File: src/rtl/urg_pkg.sv
// rtl/urg_pkg.sv - shared constants and state type for the uniform range generator
package urg_pkg;

    localparam logic [30:0] LFSR_TAPS = 31'h4800_0000;
    localparam logic [30:0] SEED_DEF  = 31'b0010110110100011000111111101010;
    localparam int          REJ_CNT_W = 16;

    typedef enum logic [1:0] {
        CALC,
        DRAW,
        VALID
    } urg_state_e;

endpackage

File: src/rtl/lfsr_gen.sv
// rtl/lfsr_gen.sv - Fibonacci LFSR with loadable seed
// An all-zero seed would lock the register, so it is replaced by SEED_DEF.
module lfsr_gen #(
    parameter int                LFSR_W   = 31,
    parameter logic [LFSR_W-1:0] TAPS     = urg_pkg::LFSR_TAPS,
    parameter logic [LFSR_W-1:0] SEED_DEF = urg_pkg::SEED_DEF
) (
    input  logic              qzt_clk,
    input  logic              reset,
    input  logic              load,
    input  logic [LFSR_W-1:0] seed,
    output logic [LFSR_W-1:0] state
);

    logic [LFSR_W-1:0] state_q;
    logic [LFSR_W-1:0] state_d;
    logic              fb;

    assign fb = ^(state_q & TAPS);

    always_comb begin
        state_d = {state_q[LFSR_W-2:0], fb};
        if (load) begin
            state_d = (seed == '0) ? SEED_DEF : seed;
        end
    end

    always_ff @(posedge qzt_clk) begin
        if (reset) begin
            state_q <= SEED_DEF;
        end else begin
            state_q <= state_d;
        end
    end

    assign state = state_q;

endmodule

File: src/rtl/uniform_range_gen.sv
// rtl/uniform_range_gen.sv - uniform draws in [0, N-1] from a shared LFSR
// Multiply-shift mapping; unbiased mode rejects samples whose low product bits fall below 2^SAMPLE_W mod N.
module uniform_range_gen
    import urg_pkg::*;
#(
    parameter int                LFSR_W   = 31,
    parameter int                SAMPLE_W = 10,
    parameter int                OUT_W    = 4,
    parameter logic [LFSR_W-1:0] SEED_DEF = urg_pkg::SEED_DEF
) (
    input  logic                 qzt_clk,
    input  logic                 reset,
    input  logic                 seed_load,
    input  logic [LFSR_W-1:0]    seed,
    input  logic [OUT_W-1:0]     range_n,
    input  logic                 mode,
    input  logic                 out_ready,
    output logic                 out_valid,
    output logic [OUT_W-1:0]     out_value,
    output logic                 range_err,
    output logic [REJ_CNT_W-1:0] reject_cnt
);

    localparam int CNT_W = $clog2(SAMPLE_W + 1);
    localparam int M_W   = SAMPLE_W + OUT_W;

    logic [LFSR_W-1:0]    lfsr;
    logic                 lfsr_unused;
    logic [SAMPLE_W-1:0]  sample;
    logic [M_W-1:0]       m;
    logic [OUT_W:0]       rem_shift;
    logic                 div_bit;
    logic                 range_chg;

    urg_state_e           state_q, state_d;
    logic [OUT_W-1:0]     n_q, n_d;
    logic [OUT_W-1:0]     rem_q, rem_d;
    logic [CNT_W-1:0]     cnt_q, cnt_d;
    logic [SAMPLE_W-1:0]  thr_q, thr_d;
    logic                 valid_q, valid_d;
    logic [OUT_W-1:0]     value_q, value_d;
    logic                 err_q, err_d;
    logic [REJ_CNT_W-1:0] rej_q, rej_d;

    lfsr_gen #(
        .LFSR_W   (LFSR_W),
        .TAPS     (LFSR_W'(LFSR_TAPS)),
        .SEED_DEF (SEED_DEF)
    ) u_lfsr (
        .qzt_clk (qzt_clk),
        .reset   (reset),
        .load    (seed_load),
        .seed    (seed),
        .state   (lfsr)
    );

    assign lfsr_unused = ^lfsr;
    assign sample      = lfsr[SAMPLE_W-1:0] ^ lfsr[LFSR_W-1 -: SAMPLE_W];
    assign m           = M_W'(sample) * M_W'(n_q);
    assign range_chg   = (range_n != n_q);

    // Dividend 2^SAMPLE_W is a one followed by SAMPLE_W zeros, fed MSB first.
    assign div_bit   = (cnt_q == '0);
    assign rem_shift = {rem_q, div_bit};

    always_comb begin
        state_d = state_q;
        n_d     = n_q;
        rem_d   = rem_q;
        cnt_d   = cnt_q;
        thr_d   = thr_q;
        valid_d = valid_q;
        value_d = value_q;
        rej_d   = rej_q;
        err_d   = (range_n == '0);

        if (range_chg) begin
            n_d     = range_n;
            state_d = CALC;
            cnt_d   = '0;
            rem_d   = '0;
            valid_d = 1'b0;
        end else begin
            unique case (state_q)
                CALC: begin
                    if (n_q != '0) begin
                        if (rem_shift >= {1'b0, n_q}) begin
                            rem_d = OUT_W'(rem_shift - {1'b0, n_q});
                        end else begin
                            rem_d = OUT_W'(rem_shift);
                        end
                        if (cnt_q == CNT_W'(SAMPLE_W)) begin
                            thr_d   = {{(SAMPLE_W-OUT_W){1'b0}}, rem_d};
                            state_d = DRAW;
                        end else begin
                            cnt_d = cnt_q + CNT_W'(1);
                        end
                    end
                end
                DRAW: begin
                    if (mode || (m[SAMPLE_W-1:0] >= thr_q)) begin
                        value_d = m[M_W-1:SAMPLE_W];
                        valid_d = 1'b1;
                        state_d = VALID;
                    end else if (rej_q != '1) begin
                        rej_d = rej_q + REJ_CNT_W'(1);
                    end
                end
                VALID: begin
                    if (out_ready) begin
                        valid_d = 1'b0;
                        state_d = DRAW;
                    end
                end
                default: state_d = CALC;
            endcase
        end
    end

    always_ff @(posedge qzt_clk) begin
        if (reset) begin
            state_q <= CALC;
            n_q     <= range_n;
            rem_q   <= '0;
            cnt_q   <= '0;
            thr_q   <= '0;
            valid_q <= 1'b0;
            value_q <= '0;
            err_q   <= 1'b0;
            rej_q   <= '0;
        end else begin
            state_q <= state_d;
            n_q     <= n_d;
            rem_q   <= rem_d;
            cnt_q   <= cnt_d;
            thr_q   <= thr_d;
            valid_q <= valid_d;
            value_q <= value_d;
            err_q   <= err_d;
            rej_q   <= rej_d;
        end
    end

    assign out_valid  = valid_q;
    assign out_value  = value_q;
    assign range_err  = err_q;
    assign reject_cnt = rej_q;

endmodule

File: config.mk
export PLATFORM = sky130hd
export DESIGN_NAME = uniform_range_gen
export DESIGN_NICKNAME = d
export VERILOG_FILES = /design/src/rtl/urg_pkg.sv /design/src/rtl/lfsr_gen.sv /design/src/rtl/uniform_range_gen.sv
export SDC_FILE = /design/constraint.sdc
export NUM_CORES = 1
export LEC_CHECK = 0
export BUFFER_PORTS_ARGS = -buffer_cell sky130_fd_sc_hd__buf_2
export CORE_MARGIN = 4
export CORE_UTILIZATION = 54
export CTS_BUF_LIST = sky130_fd_sc_hd__clkbuf_2
export DETAILED_ROUTE_END_ITERATION = 8
export PLACE_DENSITY = 0.78
export SLEW_MARGIN = 10
export SYNTH_ARGS = -nofsm -noshare
export SYNTH_HDL_FRONTEND = slang
export SYNTH_HIERARCHICAL = 1
export SYNTH_SLANG_ARGS = --single-unit
File: constraint.sdc
create_clock -name qzt_clk -period 4.6 [get_ports qzt_clk]
set_input_delay 1.38 -clock qzt_clk [delete_from_list [all_inputs] [get_ports qzt_clk]]
set_output_delay 1.38 -clock qzt_clk [all_outputs]
set_load 0.05 [all_outputs]
==> flow_summary.ini <==
[route]
vias_per_cell = 5.56
drt.antenna.violating_nets = 0
drc = 0
first_pass_iters = 4
drt_iter0_markers = 112
drt_wl_total_um = 10000
num_vias = 3951
wl_per_cell_um = 14.1

[synth]
ys_seq_elements = 71
synth.most_common_cell = dfxtp_1
ys_top_cells_by_area = dfxtp_1, ha_1, fa_1
synthesis.nets = 627
synth_area_leader_cell = dfxtp_1
synth_cell_types = 56
synth.cell_area_um2 = 4710
synth_seq_area_share_pct = 31.0
syn_avg_cell_area_um2 = 8.73
synth-edff-count = 4
synthTopCellsByCount = dfxtp_1, inv_1, nor2_1
synth_async_sr_flop_share_pct = 0
synth_ff_type = dfxtp_1
yosysWarnings = 6
synthCells = 540
yosysTopAreaCellShare_pct = 28.5

[layout]
finish.utilization_pct = 63.4
final_net_count = 688
drive_gt1_share_pct = 17.2
multi_input_area_um2 = 3000
nFillCells = 695
syn_to_final_growth_pct = 12.2
diodes = 0
seqCellArea_um2 = 1460

[sta]
clock.fmax_mhz = 230
slew_headroom_pct = 42.9
hold_viol_final = 0
finalCritPeriodShare_pct = 94.3
tightestPinTransition_ns = 0.857
setup_viol = 0
fin_crit_ns = 4.34
rsz0062_at_grt = no
finalSetupTns_ns = 0
holdWs_ns = 0.469
report.final.slew_viol_count = 0
finClkSkew_ns = 0.0476

[cts]
clkSlewWorstSetupHoldPaths_ns = 0.23
cts_buffers = 9
htreeDepth = 3
cts_tree = done
clockBufferDepth = 2
insertion_delay_ns = 0.53
cts_hold_buf = 0
clock-root-buffer = clkbuf_2
cts_sinks = 71

[grt]
grt_pass1_vias = 3931
grt_usage_pct = 20.5
grt_start_max_net_pins = 50
grt-ovfl-total = 0
grt_pass1_wl_um = 17500
grt_antenna_before_repair = 0

[power_and_ir_drop]
leakage_nw = 2.30
power.total_mw = 1.82
p_per_area_nw_per_um2 = 345
peakVddDrop_v = 0.000207

[die]
dieHeight_um = 101
die_area_um2 = 10300
rows = 33
placeableCoreArea_um2 = 8340
die_width_um = 101
start_util_pct = 56.5
boundaryPins = 62

[critical_path]
path_max_fanout = 10
crit_path_start_kind = flip-flop
worstRegToRegCells = 14
endpoint_kind = flip-flop
arrival_ns = 4.75
path_class = flip-flop to flip-flop
required_ns = 5.02

[placed_design]
port_buffers = 61
place_hpwl_um = 7700
gp_congestion = 0.850

[worst_hold_path]
hold_class = flip-flop to flip-flop
hold_path_depth = 2

[flow_run]
timing.max_cap.violations = 0

[outcome]
status = complete, no violations
==> power by group <==
group | leakage [nW] | switching, mW | internal (mW)
Combinational | 1.63 | 0.431 | 0.313
Clock | 0.0839 | 0.233 | 0.181
Sequential | 0.591 | 0.0195 | 0.645
Total | 2.30 | 0.683 | 1.14
==> cells by family (layout without fill, tap and decap cells) <==
| group | after synthesis | in the layout | synth area share (%) |
|---|---|---|---|
| adder cells (fa/ha/maj) | 47 | 47 | 15.2 |
| flip-flops | 71 | 71 | 31.0 |
| XOR/XNOR | 27 | 27 | 5.02 |
| buffers and inverters | 70 | 136 | 5.79 |
| multiplexers | 26 | 26 | 5.55 |
| AO/OA/AOI/OAI | 90 | 90 | 12.0 |
| AND/OR/NAND/NOR | 209 | 209 | 25.5 |
==> per-layer routing <==
| metal | vias to the layer above | global-route usage (%) | routed length [um] |
|---|---|---|---|
| met3 | 20 | 4.68 | 503 |
| li1 | 1995 | - | - |
| met2 | 87 | 34.9 | 4750 |
| met1 | 1849 | 26.3 | 4610 |
| met5 | - | 0 | 0 |
| met4 | 0 | 5.42 | 151 |
==> critical path, stage by stage, from the launching register on <==
cell,delay [ns]
edfxtp_1,0.59
nand2_1,0.13
fa_1,0.52
inv_1,0.05
fa_1,0.56
inv_1,0.06
fa_1,0.46
nor2b_2,0.16
o2111ai_2,0.15
a31o_1,0.29
a2111oi_4,0.34
buf_4,0.20
nand4_2,0.17
nor3_1,0.21
mux2_2,0.35
==> final cells by class <==
class | count | area share (%)
inverters | 48 | 3.41
clock inverters | 6 | 1.58
clock buffers | 10 | 0.946
repair buffers | 72 | 7.33
well taps | 105 | 2.48
flip-flops and latches | 71 | 27.6
multi-input cells | 399 | 56.6
==> through the flow <==
stage	area, um^2	instances	setup slack (ns)
after floorplan	4710	540	0.280
after global placement	5110	691	0.256
after detailed placement	5110	691	0.0917
after CTS	5250	707	0.0933
after global routing	5290	711	0.0134
final	5290	711	0.261
==> worst paths after layout <==
| path | slack (ns) | to | start |
|---|---|---|---|
| worst max register to register | 0.26 | reject_cnt[13] | n_q[2] |
| worst max-delay path | 0.26 | reject_cnt[13] | n_q[2] |
| worst min register to register | 0.47 | u_lfsr/state[15] | u_lfsr/state[14] |
| worst min-delay path | 0.47 | u_lfsr/state[15] | u_lfsr/state[14] |
==> placed cells by master (no fill, tap or decap), types with 6 or more instances in the layout <==
| master | instances |
|---|---|
| a21oi_1 | 40 |
| and2_1 | 25 |
| buf_2 | 61 |
| buf_4 | 11 |
| clkbuf_2 | 10 |
| dfxtp_1 | 67 |
| fa_1 | 17 |
| ha_1 | 30 |
| inv_1 | 48 |
| mux2i_1 | 25 |
| nand2_1 | 36 |
| nand3_1 | 9 |
| nand4_1 | 7 |
| nor2_1 | 48 |
| nor2b_1 | 6 |
| nor3_1 | 22 |
| nor3b_1 | 19 |
| nor4_1 | 6 |
| o21ai_0 | 21 |
| or3_1 | 9 |
| or4_1 | 6 |
| xnor2_1 | 6 |
| xor2_1 | 19 |
==> state kept, by name (all words and copies together), names as in the netlist <==
name	cells
u_lfsr/state	31
reject_cnt	16
cnt_q	4
n_q	4
out_value	4
rem_q	4
thr_q	4
state_q	2
out_valid	1
range_err	1
==> what timing repair did <==
item,CTS,global route
setup endpoints to repair,0,14
setup buffers,0,4
gates resized for setup,0,2
endpoints found under the hold margin,0,0
Power figures use the tool's default switching activity.
